$ cat src/rtl/div_clk_arbiter.sv
// Round-robin arbiter that lends one programmable clock divider to NREQ requesters,
// one burst of BURST divided periods per grant.
module div_clk_arbiter #(
  parameter int NREQ  = 4,
  parameter int CNTW  = 24,
  parameter int BURST = 8
) (
  input  logic                 clkI,
  input  logic                 rstI,
  input  logic [NREQ-1:0]      req,
  input  logic [NREQ*CNTW-1:0] cfgM,
  input  logic [NREQ*CNTW-1:0] cfgN,
  output logic [NREQ-1:0]      grant,
  output logic                 busy,
  output logic                 clkO,
  output logic                 tickO,
  output logic                 doneO,
  output logic [1:0]           o_dbg_state
);

  localparam int IW = (NREQ > 1) ? $clog2(NREQ) : 1;
  localparam int BW = 8;

  typedef enum logic [1:0] {
    S_IDLE    = 2'd0,
    S_LOAD    = 2'd1,
    S_RUN     = 2'd2,
    S_RELEASE = 2'd3
  } state_t;

  // Handshake: req is a level; a requester owns the divider from the grant edge
  // until RELEASE and must hold its req bit high for the whole burst, otherwise
  // the burst is aborted without doneO.

  state_t            r_state;
  state_t            w_state_nxt;
  logic [IW-1:0]     r_ptr;
  logic [IW-1:0]     r_owner;
  logic [NREQ-1:0]   r_grant;
  logic [CNTW-1:0]   r_m;
  logic [CNTW-1:0]   r_n;
  logic [CNTW-1:0]   r_cnt;
  logic [BW-1:0]     r_burst;
  logic              r_clk;
  logic              r_tick;
  logic              r_done;

  logic [IW-1:0]     w_win;
  logic [IW-1:0]     w_hi_win;
  logic [IW-1:0]     w_any_win;
  logic              w_hi_found;
  logic              w_found;
  logic [CNTW-1:0]   w_cfg_m;
  logic [CNTW-1:0]   w_cfg_n;
  logic              w_period_end;
  logic              w_burst_end;
  logic              w_abort;

  // Winner: lowest set bit at or above the pointer, else lowest set bit overall (wrap).
  always_comb begin
    w_hi_win   = '0;
    w_any_win  = '0;
    w_hi_found = 1'b0;
    w_found    = 1'b0;
    for (int k = NREQ - 1; k >= 0; k--) begin
      if (req[k]) begin
        w_any_win = IW'(k);
        w_found   = 1'b1;
      end
      if (req[k] && (IW'(k) >= r_ptr)) begin
        w_hi_win   = IW'(k);
        w_hi_found = 1'b1;
      end
    end
    w_win = w_hi_found ? w_hi_win : w_any_win;
  end

  assign w_cfg_m      = cfgM[r_owner*CNTW +: CNTW];
  assign w_cfg_n      = cfgN[r_owner*CNTW +: CNTW];
  assign w_period_end = (r_cnt == r_m);
  assign w_burst_end  = w_period_end && (r_burst == BW'(BURST - 1));
  assign w_abort      = !req[r_owner];

  always_ff @(posedge clkI) begin
    if (rstI) r_state <= S_IDLE;
    else      r_state <= w_state_nxt;
  end

  always_comb begin
    w_state_nxt = r_state;
    case (r_state)
      S_IDLE:    if (w_found) w_state_nxt = S_LOAD;
      S_LOAD:    w_state_nxt = S_RUN;
      S_RUN:     if (w_abort || w_burst_end) w_state_nxt = S_RELEASE;
      S_RELEASE: w_state_nxt = S_IDLE;
      default:   w_state_nxt = S_IDLE;
    endcase
  end

  always_ff @(posedge clkI) begin
    if (rstI) begin
      r_ptr   <= '0;
      r_owner <= '0;
      r_grant <= '0;
      r_m     <= CNTW'(1);
      r_n     <= '0;
      r_cnt   <= CNTW'(1);
      r_burst <= '0;
      r_clk   <= 1'b0;
      r_tick  <= 1'b0;
      r_done  <= 1'b0;
    end else begin
      r_tick <= 1'b0;
      r_done <= 1'b0;
      case (r_state)
        S_IDLE: begin
          if (w_found) begin
            r_owner <= w_win;
            r_grant <= NREQ'(1) << w_win;
          end
        end
        S_LOAD: begin
          // A zero period would never match the counter; treat it as period 1.
          r_m     <= (w_cfg_m == '0) ? CNTW'(1) : w_cfg_m;
          r_n     <= w_cfg_n;
          r_cnt   <= CNTW'(1);
          r_burst <= '0;
          r_clk   <= 1'b0;
        end
        S_RUN: begin
          r_clk <= (r_cnt >= r_n) || w_period_end;
          if (w_period_end) begin
            r_cnt   <= CNTW'(1);
            r_tick  <= 1'b1;
            r_burst <= r_burst + 1'b1;
          end else begin
            r_cnt <= r_cnt + 1'b1;
          end
          if (w_burst_end && !w_abort) r_done <= 1'b1;
        end
        S_RELEASE: begin
          r_grant <= '0;
          r_clk   <= 1'b0;
          r_ptr   <= (r_owner == IW'(NREQ - 1)) ? '0 : r_owner + 1'b1;
        end
        default: ;
      endcase
    end
  end

  assign grant       = r_grant;
  assign busy        = (r_state != S_IDLE);
  assign clkO        = r_clk;
  assign tickO       = r_tick;
  assign doneO       = r_done;
  assign o_dbg_state = r_state;

endmodule
$ cat config.mk
export PLATFORM = sky130hd
export DESIGN_NAME = div_clk_arbiter
export DESIGN_NICKNAME = d
export VERILOG_FILES = /design/src/rtl/div_clk_arbiter.sv
export SDC_FILE = /design/constraint.sdc
export NUM_CORES = 1
export LEC_CHECK = 0
export BUFFER_PORTS_ARGS = -buffer_cell sky130_fd_sc_hd__buf_2
export CORE_MARGIN = 1.5
export CORE_UTILIZATION = 49
export CTS_CLUSTER_SIZE = 8
export DETAILED_ROUTE_END_ITERATION = 7
export PLACE_DENSITY = 0.88
export SLEW_MARGIN = 0
export SYNTH_ARGS = -nofsm -noshare
export SYNTH_HDL_FRONTEND = slang
export SYNTH_SLANG_ARGS = --single-unit
$ cat constraint.sdc
create_clock -name clkI -period 2.99 [get_ports clkI]
set_input_delay 0.598 -clock clkI [delete_from_list [all_inputs] [get_ports clkI]]
set_output_delay 0.598 -clock clkI [all_outputs]
set_load 0.005 [all_outputs]
==> results.md, run 1 <==
- Post-route core utilization: 61.8%
- Total Routing Usage GR: 26.9%
- Ant diodes: 0
- Htree depth: 3
- Peak supply drop: 334 uV
- EDFF count, synth: 0
- Outcome: finished clean
- Max FO, Critical Path: 19
- Pwr Density: 674 nW/um^2
- Drt pass-1 iters: 5
- Die width: 116 um
- Crit end category: register
- TNS Setup: 0 ps
- Drc violations: 0
- Die Y-Extent: 116 um
- Die area: 13,600 sq um
- Maximum clock rate: 429 MHz
- Final-report hold violation count: 0
- DR vias/cell: 5.79
- Largest net degree at the start of global routing: 44
- Starting Density: 50.2%
- Initial antenna violation count: 0
- Synth-to-Final Area Change: 23.1%
- WL final: 17,700 um
- CP bufs+invs: 0
- Avg Cell Area, Syn: 9.52 sq um
- # resized after CTS: 0
- Sequential share of the synthesized area: 29.5%
- Complex-gate fraction of the synthesized area: 9.60%
- RR Endpoint: r_cnt[8]
- Crit path max-delay family: compound AO/OA/AOI/OAI gates
- Layout Nets: 1,080
- WL/cell: 17.2 um
- Dominant cell type by area after synthesis: dfxtp_1
- Max Clock Skew: 9.86 ps
- LEAKAGE: 3.39 nW
- Post-Synth Adder-Cell Area: 6.35%
- Via count: 5,950
- R2r setup slk: 660 ps
- Clk Latency, worst-skew pair: 350 ps
- Worst Tran Pin Value: 811 ps
- Startpoint types: register
- Crit path capture: r_cnt[8]
- Post CTS Setup Buffer Count: 0
- DRT iter0 DRCs: 467
- Total Power: 5.24 mW
- IO Count: 208
- Yosys reg bits: 93
- GR Overflow Total: 0
- Setup CP Type: reg -> reg
- Final setup fails: 0
- Max-slew violations: 0
- Largest family of logic cells by synthesized area: multiplexers
- Post-synth top area share: 29.5%
- CTS Hold Buffers Added: 0
- Critical path depth in cells: 5
- Post-synthesis mux area share: 25.7%
- Core ar.: 12,600 sq um
- Most instantiated library cell after synthesis: dfxtp_1
- Most common library cells after synthesis: dfxtp_1 (93), nor2_1 (71), nand2_1 (59)
- FF-to-FF path depth: 5
- Cells after Synth: 663
- Post-synthesis xor/xnor area fraction: 4.44%
- Worst Setup SP: r_cnt[0]
- Primary FF master, synth: dfxtp_1
- Cell Chain, Critical Path: xor2_1 > nor4_1 > nand2_1 > o21ai_1 > o21ai_0
- Worst Path Arrival: 2530 ps
- Post-DP HPWL: 13,700 um
- R2r startpoint: r_cnt[0]
- CTS tree: done
- Synth top area cells: dfxtp_1 (30%), mux4_2 (17%), mux2i_1 (8.3%)
- RSZ-0062 raised after global routing: no
- Syn Nets: 893
- YS warnings: 0
- Clock Tree Buf Depth: 2
- Crit-path slowest cell: o21ai_1
- Antenna-violating nets left: 0
- Number of global-route vias before repair: 5,784
- Root buffer cell: clkbuf_16
- # fillers: 1,038
- Period utilisation layout: 77.9%
- Netlist Area Pre-Place: 6310 sq um
- Asr flop ratio synth: 0%
- Total CTS buffers: 9
- Yosys cell types: 55
- Worst hold path type: reg -> reg
- Worst endpoint required time: 3190 ps
- Synth Area in Simple Gates: 18.6%
- Relative slew slack: 45.3%
- First-pass GRT wire length: 28,100 um
- Crit path time final: 2330 ps
- Row Count: 41
- Sink Count: 93
- Max-cap violations: 0
- Clk slew on worst S/H paths: 70 ps
- Layout cells sized above 1: 34.3%
- Final Wtd Congestion: 0.986
- Max stage delay on crit path: 640 ps
- Number of port buffers: 207
## cells in the final DEF (no fill, tap or decap), types with 4 or more instances in the layout
cell,Yosys,layout
ha_1,32,31
nand2b_1,7,7
buf_2,14,207
nand2_1,59,59
o311a_1,4,4
inv_1,40,40
nand3_1,12,12
buf_4,3,12
o31ai_1,6,6
clkbuf_16,0,9
nand4_1,11,11
nor4_1,17,17
nor3_1,14,14
xor2_1,27,27
o22ai_1,10,10
nor2b_1,6,6
xnor2_1,5,5
mux2i_1,52,52
and3_1,7,7
and4_1,8,8
o2111ai_1,7,7
nor2_1,71,71
a21oi_1,18,18
dfxtp_1,93,91
o21ai_0,15,15
mux4_2,49,49
## layer usage
layer,vias up,part of all wire (%),track usage [%]
met3,34,7.5,6.49
li1,2820,-,-
met1,2825,40,32.4
met4,0,2.3,8.46
met5,-,0,0
met2,271,51,47.6
## sequential cells by signal (all words and copies together) (netlist names)
name / cells
clkO: 1
doneO: 1
grant: 4
o_dbg_state: 2
r_burst: 8
r_cnt: 24
r_m: 24
r_n: 24
r_owner: 2
r_ptr: 2
tickO: 1
## final cells by class
type	count	area [sq um]	area share [%]
Tap cell	172	215	2.77
Clock inverter	6	95.1	1.22
Sequential cell	93	1870	24.0
Clock buffer	10	229	2.95
Timing Repair Buffer	219	1130	14.5
Inverter	40	150	1.93
Multi-Input combinational cell	487	4090	52.6
## logic make-up (layout without fill, tap and decap cells)
logic type | Yosys count | count (layout)
AOI/OAI and AO/OA | 87 | 87
xor gates and xnor gates | 32 | 32
adders and majority gates | 32 | 32
buffers and inverters | 83 | 275
DFF | 93 | 93
muxes | 101 | 101
and+or+nand+nor | 235 | 235
## worst min-delay path by stage
stage / from / cells after the start / end
2_1_floorplan: grant[1] / 2 / grant[1]
3_3_place_gp: grant[1] / 2 / grant[1]
3_5_place_dp: grant[1] / 2 / grant[1]
4_1_cts: grant[1] / 2 / grant[1]
5_1_grt: grant[1] / 2 / grant[1]
6_report: grant[1] / 2 / grant[1]
## worst reg2reg max path, cell delays in order (launching register included)
cell,delay (ps)
dfxtp_1,500
xor2_1,110
nor4_1,280
nand2_1,440
o21ai_1,640
o21ai_0,210
## power by group
group / switching [mW] / total (mW) / internal (mW)
clock network: 0.516 / 1.26 / 0.742
logic: 1.28 / 2.29 / 1.01
registers: 0.240 / 1.70 / 1.46
total: 2.03 / 5.24 / 3.21
## metrics by stage
step / hold slack (ps) / setup WS [ps] / area (sq um) / std cells
floorplan: 448 / 1080 / 6310 / 663
global placement: 440 / 740 / 7440 / 1011
detailed placement: 451 / 705 / 7440 / 1011
CTS: 461 / 683 / 7770 / 1027
global route: 482 / 407 / 7770 / 1027
finish: 457 / 660 / 7770 / 1027
Note: power is estimated with default switching activity, not from simulation.
==> run 2, diff against run 1 <==
- ABC_AREA: not set -> 1
- PLACE_DENSITY: 0.88 -> 0.87
- clock period: 2.99 -> 2.38 ns (I/O delays scaled with it)
==> results.md, run 2 <==
- Sequential share of the synthesized area: 27.7% (was 29.5%)
- Most common library cells after synthesis: nand2_1 (302), nor2_1 (102), inv_1 (100) (was dfxtp_1 (93), nor2_1 (71), nand2_1 (59))
- LEAKAGE: 3.96 nW (was 3.39 nW)
- Post-Layout Cell Count: 1,446 (was 1,027)
- Total Routing Usage GR: 27.8% (was 26.9%)
- RSZ-0062 raised after global routing: no (unchanged)
- Final Wtd Congestion: 1.02 (was 0.986)
- Maximum clock rate: 533 MHz (was 429 MHz)
- Period utilisation layout: 78.8% (was 77.9%)
- Most frequent cells in the layout: nand2_1 (302), buf_2 (207), nor2_1 (102), inv_1 (100), a21oi_1 (99) (was buf_2 (207), dfxtp_1 (91), nor2_1 (71), nand2_1 (59), mux2i_1 (52))
- # fillers: 1,244 (was 1,038)
- Startpoint types: register (unchanged)
- Number of port buffers: 207 (unchanged)
- Hold slack: 472 ps (was 457 ps)
- Htree depth: 3 (unchanged)
- First-pass GRT wire length: 32,900 um (was 28,100 um)
- Avg Cell Area, Syn: 6.13 sq um (was 9.52 sq um)
- Reg area: 1860 sq um (was 1870 sq um)
- Layout cells sized above 1: 20.6% (was 34.3%)
- Die area: 14,400 sq um (was 13,600 sq um)
- Synth top area cells: dfxtp_1 (28%), nand2_1 (17%), a21oi_1 (7.4%) (was dfxtp_1 (30%), mux4_2 (17%), mux2i_1 (8.3%))
- Max Clock Skew: 6.38 ps (was 9.86 ps)
- Pwr Density: 953 nW/um^2 (was 674 nW/um^2)
- Netlist Area Pre-Place: 6730 sq um (was 6310 sq um)
- Area taken by multi-input logic gates: 4200 sq um (was 4090 sq um)
- Outcome: finished clean (unchanged)
- Drc violations: 0 (unchanged)
- Crit path time final: 1880 ps (was 2330 ps)
- Relative slew slack: 65.6% (was 45.3%)
- Via count: 7,720 (was 5,950)
- Antenna-violating nets left: 0 (unchanged)
- Total Power: 7.75 mW (was 5.24 mW)
- Cells after Synth: 1,098 (was 663)
- DRT iter0 DRCs: 500 (was 467)
- Row Count: 42 (was 41)
- Initial antenna violation count: 0 (unchanged)
- Sink Count: 93 (unchanged)
- Clock Tree Buf Depth: 2 (unchanged)
- GR Overflow Total: 0 (unchanged)
- Dominant cell type by area after synthesis: dfxtp_1 (unchanged)
- Starting Density: 50.4% (was 50.2%)
- Design area: 8130 sq um (was 7770 sq um)
- Largest net degree at the start of global routing: 100 (was 44)
- Final Worst Setup Slack: 504 ps (was 660 ps)
- Worst hold path type: reg -> reg (unchanged)
- Worst endpoint required time: 2650 ps (was 3190 ps)
- Final-report hold violation count: 0 (unchanged)
- Die Y-Extent: 120 um (was 116 um)
- Post-route core utilization: 60.9% (was 61.8%)
- Synth-to-Final Area Change: 20.8% (was 23.1%)
- Total CTS buffers: 9 (unchanged)
- Worst Path Arrival: 2150 ps (was 2530 ps)
- Max-cap violations: 0 (unchanged)
- Number of global-route vias before repair: 7,354 (was 5,784)
- Top Registers: r_cnt x24, r_m x24, r_n x24 (unchanged)
- Root buffer cell: clkbuf_16 (unchanged)
- WL final: 19,700 um (was 17,700 um)
- Worst Tran Pin Value: 515 ps (was 811 ps)
- Asr flop ratio synth: 0% (unchanged)
- Drt pass-1 iters: 5 (unchanged)
- Final setup fails: 0 (unchanged)
- Pre-CTS setup slack: 536 ps (was 705 ps)
- # resized after CTS: 0 (unchanged)
- YS warnings: 0 (unchanged)
- Placed Cells: 1,433 (was 1,011)
- Core ar.: 13,300 sq um (was 12,600 sq um)
- Post-synth top area share: 27.7% (was 29.5%)
- Die width: 120 um (was 116 um)
- Clk slew on worst S/H paths: 60 ps (was 70 ps)
- Clk Latency, worst-skew pair: 350 ps (about the same)
- Setup CP Type: reg -> reg (unchanged)
- Ant diodes: 0 (unchanged)
- Area after DPL: 7870 sq um (was 7440 sq um)
- Post-DP HPWL: 15,100 um (was 13,700 um)
- Peak supply drop: 587 uV (was 334 uV)
- WL/cell: 13.6 um (was 17.2 um)
- EDFF count, synth: 0 (unchanged)
- Crit end category: register (unchanged)
- Post CTS Setup Buffer Count: 0 (unchanged)
- Yosys reg bits: 93 (unchanged)
- Yosys cell types: 39 (was 55)
- CTS tree: done (unchanged)
- Syn Nets: 1,328 (was 893)
- Max FO, Critical Path: 15 (was 19)
- Most instantiated library cell after synthesis: nand2_1 (was dfxtp_1)
- DR vias/cell: 5.34 (was 5.79)
- Most common cell after layout, fill and taps aside: nand2_1 (was buf_2)
- Layout Nets: 1,498 (was 1,080)
- CTS Hold Buffers Added: 0 (unchanged)
- Primary FF master, synth: dfxtp_1 (unchanged)
- Max-slew violations: 0 (unchanged)
- TNS Setup: 0 ps (unchanged)
- IO Count: 208 (unchanged)
[run 2: kinds of logic after synthesis]
logic type | share of synthesized area, %
simple gates | 35.4
compound gates | 17.2
buf+inv | 9.91
flops | 27.7
fa+ha+maj | 5.95
xor+xnor | 3.90
[run 2: area by class of cell]
type                       instances  area share [%]
clock buffer                      11            2.99
clock inverter                     2           0.154
inverter                         109            5.10
multi-input combinational        838            51.7
sequential                        93            22.9
tap                              176            2.71
timing repair buffer             217            14.4
[run 2: final timing paths]
path / slack (ps) / endpoint / depth (start not counted) / startpoint
max: 500 / r_cnt[2] / 8 / o_dbg_state[1]
min: 470 / grant[3] / 2 / grant[3]
min reg2reg: 470 / grant[3] / 2 / grant[3]
max reg2reg: 500 / r_cnt[2] / 8 / o_dbg_state[1]
[run 2: routing by layer]
layer / wire length (um) / GRT usage [%] / vias to the layer above
met5: 0 / 0 / -
li1: - / - / 3927
met3: 1320 / 3.35 / 71
met4: 877 / 15.7 / 0
met1: 8120 / 34.3 / 3411
met2: 9350 / 47.0 / 311
[run 2: critical path, stage by stage, from the launching register on]
cell     delay [ps]
dfxtp_1         400
inv_1           100
ha_1            380
nand2_1          90
inv_1           180
nand2_2         120
inv_2           250
nand2_1         110
a21oi_1         160
[run 2: power by group]
part,switching (mW),total [mW],internal [mW]
Clock,0.570,1.29,0.717
Combinational,2.79,4.26,1.47
Sequential,0.259,2.20,1.94
Total,3.62,7.75,4.13
